<file path="src/rtl/pl_reg_stage.sv">
// Pipeline stage register with valid/ready handshake, flush, optional two-entry skid buffer
// and a saturating stall-cycle counter. out_data always comes straight from a register.
module pl_reg_stage #(
  parameter int                 DATA_W    = 32,
  parameter int                 SKID      = 1,
  parameter logic [DATA_W-1:0]  RESET_VAL = '0,
  parameter int                 CNT_W     = 16
) (
  input  logic              clk,
  input  logic              clrn,
  input  logic              in_valid,
  output logic              in_ready,
  input  logic [DATA_W-1:0] in_data,
  input  logic              flush,
  output logic              out_valid,
  input  logic              out_ready,
  output logic [DATA_W-1:0] out_data,
  output logic [1:0]        occupancy,
  output logic [CNT_W-1:0]  stall_cnt
);

  typedef enum logic [1:0] {
    EMPTY = 2'd0,
    ONE   = 2'd1,
    TWO   = 2'd2
  } state_t;

  localparam logic [CNT_W-1:0] CNT_MAX = '1;

  state_t            state;
  logic [DATA_W-1:0] main_data;
  logic [DATA_W-1:0] skid_data;
  logic              ready_state;
  logic              accept;
  logic              consume;

  assign out_valid = (state != EMPTY);
  assign out_data  = main_data;
  assign occupancy = state;

  // With the skid buffer the ready term only depends on registered state, breaking the
  // combinational ready chain; without it, ready passes out_ready through for full throughput.
  assign in_ready = !flush && ((SKID != 0) ? ready_state : (!out_valid || out_ready));
  assign accept   = in_valid && in_ready;
  assign consume  = out_valid && out_ready;

  always_ff @(posedge clk or negedge clrn) begin
    if (!clrn) begin
      state       <= EMPTY;
      main_data   <= RESET_VAL;
      skid_data   <= RESET_VAL;
      ready_state <= 1'b1;
    end else if (flush) begin
      state       <= EMPTY;
      main_data   <= RESET_VAL;
      skid_data   <= RESET_VAL;
      ready_state <= 1'b1;
    end else begin
      case (state)
        EMPTY: begin
          if (accept) begin
            state     <= ONE;
            main_data <= in_data;
          end
        end
        ONE: begin
          if (accept && !consume && (SKID != 0)) begin
            state       <= TWO;
            skid_data   <= in_data;
            ready_state <= 1'b0;
          end else if (accept && consume) begin
            main_data <= in_data;
          end else if (consume) begin
            state <= EMPTY;
          end
        end
        TWO: begin
          if (consume) begin
            state       <= ONE;
            main_data   <= skid_data;
            ready_state <= 1'b1;
          end
        end
        default: begin
          state       <= EMPTY;
          ready_state <= 1'b1;
        end
      endcase
    end
  end

  // A flushed cycle is not a stall: the held entry is being killed, not waiting.
  always_ff @(posedge clk or negedge clrn) begin
    if (!clrn) begin
      stall_cnt <= '0;
    end else if (out_valid && !out_ready && !flush && (stall_cnt != CNT_MAX)) begin
      stall_cnt <= stall_cnt + 1'b1;
    end
  end

endmodule
</file>
<file path="config.mk">
export PLATFORM = sky130hd
export DESIGN_NAME = pl_reg_stage
export DESIGN_NICKNAME = d
export VERILOG_FILES = /design/src/rtl/pl_reg_stage.sv
export SDC_FILE = /design/constraint.sdc
export NUM_CORES = 1
export LEC_CHECK = 0
export BUFFER_PORTS_ARGS = -buffer_cell sky130_fd_sc_hd__buf_4
export CELL_PAD_IN_SITES_DETAIL_PLACEMENT = 0
export CELL_PAD_IN_SITES_GLOBAL_PLACEMENT = 1
export CORE_AREA = 2 2 118 120
export CTS_CLUSTER_SIZE = 25
export DETAILED_ROUTE_END_ITERATION = 6
export DIE_AREA = 0 0 120 122
export HOLD_SLACK_MARGIN = 0.02
export PLACE_DENSITY_LB_ADDON = 0.1
export SETUP_SLACK_MARGIN = 0.2
export SLEW_MARGIN = 10
export SYNTH_ARGS = -nofsm -noshare
export SYNTH_HDL_FRONTEND = slang
export SYNTH_SLANG_ARGS = --single-unit
</file>
<file path="constraint.sdc">
create_clock -name clk -period 2.4 [get_ports clk]
set_input_delay 0.48 -clock clk [delete_from_list [all_inputs] [get_ports clk]]
set_output_delay 0.48 -clock clk [all_outputs]
set_load 0.005 [all_outputs]
</file>
# Word level (Yosys, flattened, before mapping)

Cells that the tools add are included.

Flip-flop bits (word level): 83
Output and inout bits: 52

Add/subtract/negate cells: 1
Equality and inequality tests: 11
Multiplexer cells: 20
Reduce and logical (&&, ||, !) cells: 20

Operators with widths:

| cell                    | number |
|---|---|
| $mux W32                | 8 |
| $pmux W32 S3            | 1 |
| $add A16 B1 Y16 const B | 1 |
| $ne A16 B16 Y1 const B  | 1 |
| $ne A3 B3 Y1 const B    | 5 |
| $mux W2                 | 6 |
| $logic_and A1 B1 Y1     | 8 |
| $ne A4 B4 Y1 const B    | 2 |
| $pmux W2 S3             | 1 |
| $reduce_bool A2 Y1      | 3 |
| $reduce_and A5 Y1       | 1 |
| $reduce_and A4 Y1       | 1 |
| $reduce_bool A4 Y1      | 1 |
| $logic_not A1 Y1        | 3 |
| $mux W1                 | 3 |
| $pmux W1 S3             | 1 |
| $reduce_and A3 Y1       | 1 |
| $eq A2 B1 Y1 const B    | 1 |
| $eq A2 B2 Y1 const B    | 1 |
| $logic_not A2 Y1        | 1 |
| $ne A2 B2 Y1 const B    | 1 |
| $reduce_and A2 Y1       | 1 |

# Longest topological paths before layout

Gate-level depths: netlist of run 1.

Word-level depth: 8
Depth in mapped cells: 7
Mapped depth without buffers: 5

# Worst setup path before layout of run 1

OpenSTA, ideal clock, no wires.

Kind: in2reg
From: input flush
To: register stall_cnt[5]
Path buffers: 1
Cell stages on the path: 5
Data required time: 2,276 ps
Arrival time: 1,505 ps
Slack: 770 ps
Path through: buf_6 -> nor2_1 -> nand2_1 -> or3_1 -> xnor2_1

Word-level cells in the longest chain between the ends: 3

RTL lines:

| item                             | RTL line | source |
|---|---|---|
| from (decl)                      | 14       | `input logic flush,` |
| $logic_not A1 Y1                 | 96       | `end else if (out_valid && !out_ready && !flush && (stall_cnt != CNT_MAX)) begin` |
| $logic_and A1 B1 Y1 (2 in a row) | 96       |  |
| to (signal assigned)             | 97       | `stall_cnt <= stall_cnt + 1'b1;` |
| to (decl)                        | 19       | `output logic [CNT_W-1:0] stall_cnt` |

No other way between the ends.
A chain may end at the register's enable or synchronous reset.

# Worst setup path in the final report of run 1

From: register state[1], in the netlist occupancy[1]
To: output out_valid

Word-level cells in the longest chain between the ends: 1

RTL lines:

| item                   | RTL line | source |
|---|---|---|
| from (decl)            | 30       | `state_t state;` |
| from (signal assigned) | 49       | `state <= EMPTY;` |
| from (signal assigned) | 54       | `state <= EMPTY;` |
| from (signal assigned) | 62       | `state <= ONE;` |
| $reduce_bool A2 Y1     | 37       | `assign out_valid = (state != EMPTY);` |
| to (decl)              | 15       | `output logic out_valid,` |

No other way between the ends.

==> run_results.csv, run 1 <==
group,metric,value,unit
sta,finalHoldViolations,0,
global_route,grt_pass1_wl,17.03,mm
place,dp_hpwl,6.780,mm
sta,min_period,1886,ps
power,p_sw_frac,0.2616,
critical_path,start_kind,"flip-flop",
floorplan,num_rows,43,
layout,n_antenna_cell,0,
clocking,clockBufferDepth,2,
sta,fmax,0.5303,GHz
sta,worst_pin_slew,449.3,ps
sta,tns,0,ps
sta,timing.final.crit_share,0.7857,
critical_path,slowest_delay,500,ps
clocking,ctsHoldBuffers,0,
layout,final_cells,659,
floorplan,ios,89,
power,powerDensity,676.0,nW/um^2
place,dpl-instance-area,4766,sq um
clocking,cts_made_buffers,9,
global_route,track_usage,0.1509,
layout,final_common_cell,"nand2_1",
clocking,clkTransAtPathRegs,60,ps
layout,mostFrequentLayoutCells,"nand2_1, buf_4, dfrtp_1, nand3_1, mux2i_1",
sta,rsz0062_at_grt,"no",
layout,drive_gt1_frac,0.2526,
power,p_int,0.002516,W
critical_path,slowest_stage,"dfrtp_1",
clocking,cts_root_buf,"clkbuf_16",
layout,area_growth,28.98,%
power,seq_power_share,0.467,
power,comb_power_share,0.149,
place,gp_congestion,0.8360,
yosys,synth_nets,432,
yosys,syn_area,3907,sq um
critical_path,critical_path_class,"reg2out",
layout,ff_latch_area,2078,sq um
global_route,grt_pass1_vias,3109,
power,vdd_drop_max,0.0003235,V
status,outcome,"finished, final reports clean",
power,power_switching,0.0008912,W
floorplan,coreArea,13500,sq um
routing,drtAntennaViolNets,0,
floorplan,initial_core_util,0.2894,
routing,dr.pass1.iters,4,
place,dp.cells,643,
clocking,cts.sinks,83,
critical_path,worstPathMaxFanout,10,
layout,nets,512,
routing,routed_wirelength,10.45,mm
sta,relSlewSlack,0.6981,
min_path,hp-class,"in2async",
yosys,synth_warnings,0,
clocking,post_cts_resized,0,
global_route,overflow,0,
floorplan,die_x,120,microns
yosys,synth.largest_area_cell,"dfrtp_1",
power,clkPwrFrac,0.384,
floorplan,die_h,122,microns
clocking,htreeDepth,3,
layout,postLayoutCoreUtil,0.3732,
power,power.total,0.003407,W
place,port_buffers,88,
critical_path,cp.arrival,1410,ps
yosys,ys_ff_latch,83,
routing,drt_iter0_drc,178,
routing,vias_per_cell,4.757,
floorplan,dieArea,14640,sq um
routing,drc,0,
flow_run,maxCapViolCount,0,
global_route,grt_antenna_before_repair,0,
sta,skew,2.461,ps
yosys,ys_types,39,
sta,setup_viol,0,
layout,fillers,1381,
yosys,synth_top_cell_area_share,0.5251,
layout,final_cell_area,5040,sq um
yosys,synthTopCellsByArea,"dfrtp_1, nand2_1, mux2i_1",
routing,wl_per_cell,15.85,microns
layout,multi_input_area,1673,sq um
clocking,cts_setup_buffers,0,
clocking,tritoncts,"built",
yosys,yosysSeqAreaShare,0.5319,
critical_path,critPathRequiredTime,1920,ps
power,p_leak,2.392,nW
yosys,synthCells,394,
routing,vias,3135,
critical_path,crit_chain,"or2_2 > buf_4",
clocking,clk_latency,340,ps
global_route,grt_max_degree,65,
yosys,avgSynthCellArea,9.918,sq um
sta,slew_viol_final,0,
critical_path,endpoint_kind,"output port",
-- cell type report --
| class | count | area share |
|---|---|---|
| clock buffers | 14 | 0.05238 |
| clock inverters | 2 | 0.001986 |
| flip-flops and latches | 83 | 0.4124 |
| repair buffers | 97 | 0.1544 |
| inverters | 3 | 0.002234 |
| well taps | 180 | 0.04469 |
| multi-input cells | 280 | 0.3319 |
-- Yosys cell counts --
library cell,n
nor2_2,1
a21oi_1,3
nor3_1,7
dfstp_2,1
mux2i_1,33
nand4_1,6
clkbuf_1,10
buf_6,5
xnor2_1,4
nand3_1,40
dfrtp_1,82
nand4b_1,1
or2_2,1
ha_1,1
o21ai_0,2
and3_4,1
nand3b_1,1
o311a_1,1
or3_1,1
and4bb_4,1
mux2_2,2
inv_1,2
nand2_1,110
xor2_1,7
buf_2,13
nor2b_1,4
and3_1,2
nor4b_1,1
nor4_1,2
and2_1,4
nor3b_1,2
clkinv_1,1
nor2_1,3
o21a_1,1
and4_1,1
o211ai_1,1
nor4_4,1
o31ai_1,32
a31oi_1,3
-- worst paths after layout --
path | start | endpoint | slack (ps) | cells past startpoint
setup / recovery | occupancy[1] | out_valid | 510 | 2
hold / removal | clrn | out_data[14] | 70 | 1
setup reg to reg | occupancy[0] | skid_data[12] | 620 | 5
hold reg to reg | out_data[20] | out_data[20] | 480 | 2
max in group asynchronous | clrn | out_data[16] | 1680 | 2
min in group clk | in_data[14] | skid_data[14] | 340 | 3
-- power by group through the flow --
stage	clock network [W]	logic (W)	registers, W
after global routing	0.00142	0.000564	0.00161
after global placement	0	0.000512	0.00162
after detailed placement	0	0.000518	0.00162
after CTS	0.00135	0.000520	0.00160
after floorplan	0	0.000222	0.00161
final	0.00131	0.000506	0.00159
-- sequential cells by signal (all words and copies together), names as in the netlist --
register and flops:
ready_state 1, stall_cnt 16, occupancy 2, out_data 32
skid_data 32
-- critical path, delay by kind of cell (launching register included) --
family | cells | cell delay (ps)
flip-flops | 1 | 500
AND/OR/NAND/NOR | 1 | 410
buffers and inverters | 1 | 160
-- stage by stage --
stage          worst slack, ps  hold slack (ps)
2_1_floorplan            770.3            184.4
3_3_place_gp             488.0            459.4
3_5_place_dp             483.7            457.6
4_1_cts                  508.2            91.54
5_1_grt                  446.5            111.2
6_report                 514.3            70.28
-- logic make-up (layout without fill, tap and decap cells) --
| group | Yosys count | in the layout | synth area share |
|---|---|---|---|
| buffers and inverters | 31 | 116 | 0.04355 |
| xor gates and xnor gates | 11 | 11 | 0.02466 |
| muxes | 35 | 35 | 0.09030 |
| adders and majority gates | 1 | 1 | 0.003202 |
| DFF | 83 | 83 | 0.5319 |
| AOI/OAI and AO/OA | 43 | 43 | 0.07909 |
| and+or+nand+nor | 190 | 190 | 0.2273 |
-- per-layer routing --
metal | GRT usage | up-vias | wire length (microns)
met5 | 0 | - | 0
met4 | 0.06176 | 0 | 172
met3 | 0.03184 | 10 | 517
met2 | 0.2425 | 79 | 4970
met1 | 0.1981 | 1517 | 4786
li1 | - | 1529 | -
Note: power is estimated with default switching activity, not from simulation.
==> run 2: changes to the inputs <==
- ABC_AREA: default -> 1
- CORE_AREA: 2 2 118 120 -> 2 2 125 127
- DIE_AREA: 0 0 120 122 -> 0 0 127 129
- clock period: 2.4 -> 1.7 ns (I/O delays scaled with it)
==> run_results.csv, run 2 <==
group,metric,value,unit
clocking,htreeDepth,3,
routing,routed_wirelength,13.76,mm
sta,fmax,0.6815,GHz
layout,fillers,1548,
sta,worst_pin_slew,489.1,ps
place,port_buffers,88,
yosys,ys_types,29,
global_route,grt_pass1_vias,4019,
critical_path,start_kind,"flip-flop",
routing,drt_iter0_drc,285,
sta,finalHoldViolations,0,
sta,skew,2.950,ps
critical_path,reg2reg_from,"ready_state",
yosys,ys_async_sr_fraction,1.000,
sta,relSlewSlack,0.6739,
clocking,tritoncts,"built",
yosys,ys_ff_latch,83,
global_route,grt_antenna_before_repair,0,
layout,drive_gt1_frac,0.2818,
routing,wl_per_cell,15.77,microns
yosys,synth_enable_flop_cells,0,
sta,slew_viol_final,0,
sta,tns,0,ps
critical_path,cp.arrival,1130,ps
flow_run,maxCapViolCount,0,
floorplan,dieArea,16380,sq um
layout,n_antenna_cell,0,
power,seq_power_share,0.382,
clocking,cts_made_buffers,9,
power,powerDensity,1075,nW/um^2
place,dp.cells,842,
layout,area_growth,36.96,%
power,vdd_drop_max,0.0004694,V
sta,min_period,1467,ps
global_route,overflow,0,
yosys,synth.largest_area_cell,"dfrtp_1",
layout,final_cells,873,
clocking,ctsHoldBuffers,0,
routing,drtAntennaViolNets,0,
floorplan,coreArea,14980,sq um
power,p_sw_frac,0.3066,
floorplan,ios,89,
yosys,yosysSeqAreaShare,0.4697,
yosys,ys_dominant_reg_cell,"dfrtp_1",
critical_path,ff2ff_path_depth,7,
global_route,track_usage,0.1675,
clocking,clk_latency,340,ps
yosys,avgSynthCellArea,7.748,sq um
routing,vias,4225,
place,dp_hpwl,8.415,mm
power,comb_power_share,0.287,
yosys,synth.most_common_cell,"nand2_1",
yosys,synth_warnings,0,
layout,mostFrequentLayoutCells,"nand2_1, buf_4, dfrtp_1, nand3_1, inv_1",
power,power_switching,0.001998,W
floorplan,die_h,129,microns
sta,setup_viol,0,
global_route,grt_max_degree,84,
routing,drc,0,
floorplan,num_rows,45,
floorplan,die_x,127,microns
clocking,cts.sinks,83,
routing,vias_per_cell,4.840,
sta,rsz0062_at_grt,"yes",
status,outcome,"finished, final reports clean",
routing,dr.pass1.iters,4,
critical_path,critical_path_class,"reg2out",
yosys,synth_nets,609,
yosys,synth_top_cell_area_share,0.4638,
power,p_int,0.004518,W
layout,nets,719,
global_route,grt_pass1_wl,21.40,mm
sta,timing.final.crit_share,0.8631,
place,gp_congestion,0.7421,
min_path,hp-class,"in2async",
critical_path,r2r-end,"out_data[2]",
critical_path,reg2reg_slack,240,ps
power,clkPwrFrac,0.331,
floorplan,initial_core_util,0.2954,
yosys,netlist_top_cells_count,"nand2_1, dfrtp_1, nand3_1",
layout,final_common_cell,"nand2_1",
critical_path,endpoint_kind,"output port",
critical_path,critPathRequiredTime,1360,ps
yosys,syn_area,4424,sq um
power,p_leak,3.052,nW
clocking,clockBufferDepth,2,
critical_path,worstPathMaxFanout,16,
clocking,clkTransAtPathRegs,60,ps
yosys,synthTopCellsByArea,"dfrtp_1, nand2_1, nand3_1",
yosys,synthCells,571,
clocking,cts_root_buf,"clkbuf_16",
## run 2: cell types whose count changed in the layout (fill, tap and decap cells not counted), sizes merged, moves of 4 or more
cell   delta
nand2    +63
inv      +53
o21ai    +38
nand3    +37
buf      +35
mux2i    -33
nand4    +32
o31ai    -32
a21oi    +29
nor2     +21
nor3      -6
xor2      -6
and2      -4
nor2b     -4
## run 2: worst max path at each step
stage	from	to	cells past startpoint
final	occupancy[1]	occupancy[1]	2
after global routing	occupancy[0]	out_data[28]	8
after CTS	occupancy[1]	out_data[5]	8
after detailed placement	flush	out_data[29]	7
after global placement	flush	out_data[29]	7
after floorplan	stall_cnt[0]	stall_cnt[15]	8
## run 2: kinds of logic (layout without fill, tap and decap cells)
group	count (synthesis)	after routing	share of synthesized area
AOI/OAI and AO/OA	73	73	0.08597
xor gates and xnor gates	8	8	0.01584
adders and majority gates	1	1	0.002828
buffers and inverters	92	206	0.1012
DFF	83	83	0.4697
and+or+nand+nor	314	314	0.3244
## run 2: final cells by class
cell class                 instances  area [sq um]  area share
timing repair buffer             136          1211      0.1999
sequential                        83          2086      0.3442
clock inverter                     2         60.06    0.009911
inverter                          55         214.0     0.03531
clock buffer                      13         260.3     0.04295
tap                              188         235.2     0.03882
multi-input combinational        396          1993      0.3289
## run 2: timing repair
item | 4_1_cts | 5_1_grt
endpoints found under the setup margin | 21 | 82
setup buffers | 0 | 9
hold endpoints to repair | 0 | 0
gates cloned | 0 | 7
pin swaps | 0 | 3
resized for setup | 3 | 49
## run 2: stage by stage
step	hold WS, ps	instance area, sq um	setup slack, ps	util	total power (W)
global route	59.20	6060	148.4	0.4046	0.006931
global placement	425.2	5363	117.6	0.3581	0.004190
finish	18.32	6060	232.7	0.4046	0.006515
detailed placement	427.6	5363	107.0	0.3581	0.004206
CTS	56.14	5694	200.0	0.3802	0.006413
floorplan	44.41	4424	208.3	-	0.003359
## run 2: power groups by stage
stage	combinational, W	sequential, W	clock (W)
after floorplan	0.000849	0.00251	0
after global placement	0.00167	0.00251	0
after detailed placement	0.00168	0.00252	0
after CTS	0.00169	0.00249	0.00223
after global routing	0.00208	0.00253	0.00232
final	0.00187	0.00249	0.00216
## run 2: routing by layer
layer / vias up / GRT usage / wire length (microns)
met5: - / 0 / 0
met4: 0 / 0.06917 / 272
li1: 2092 / - / -
met2: 111 / 0.2644 / 6285
met3: 16 / 0.02952 / 527
met1: 2006 / 0.2286 / 6677
## run 2: worst max-delay path, cell delays in order (launching register included)
cell     delay (ps)
dfrtp_2         460
buf_8           180
buf_4           140
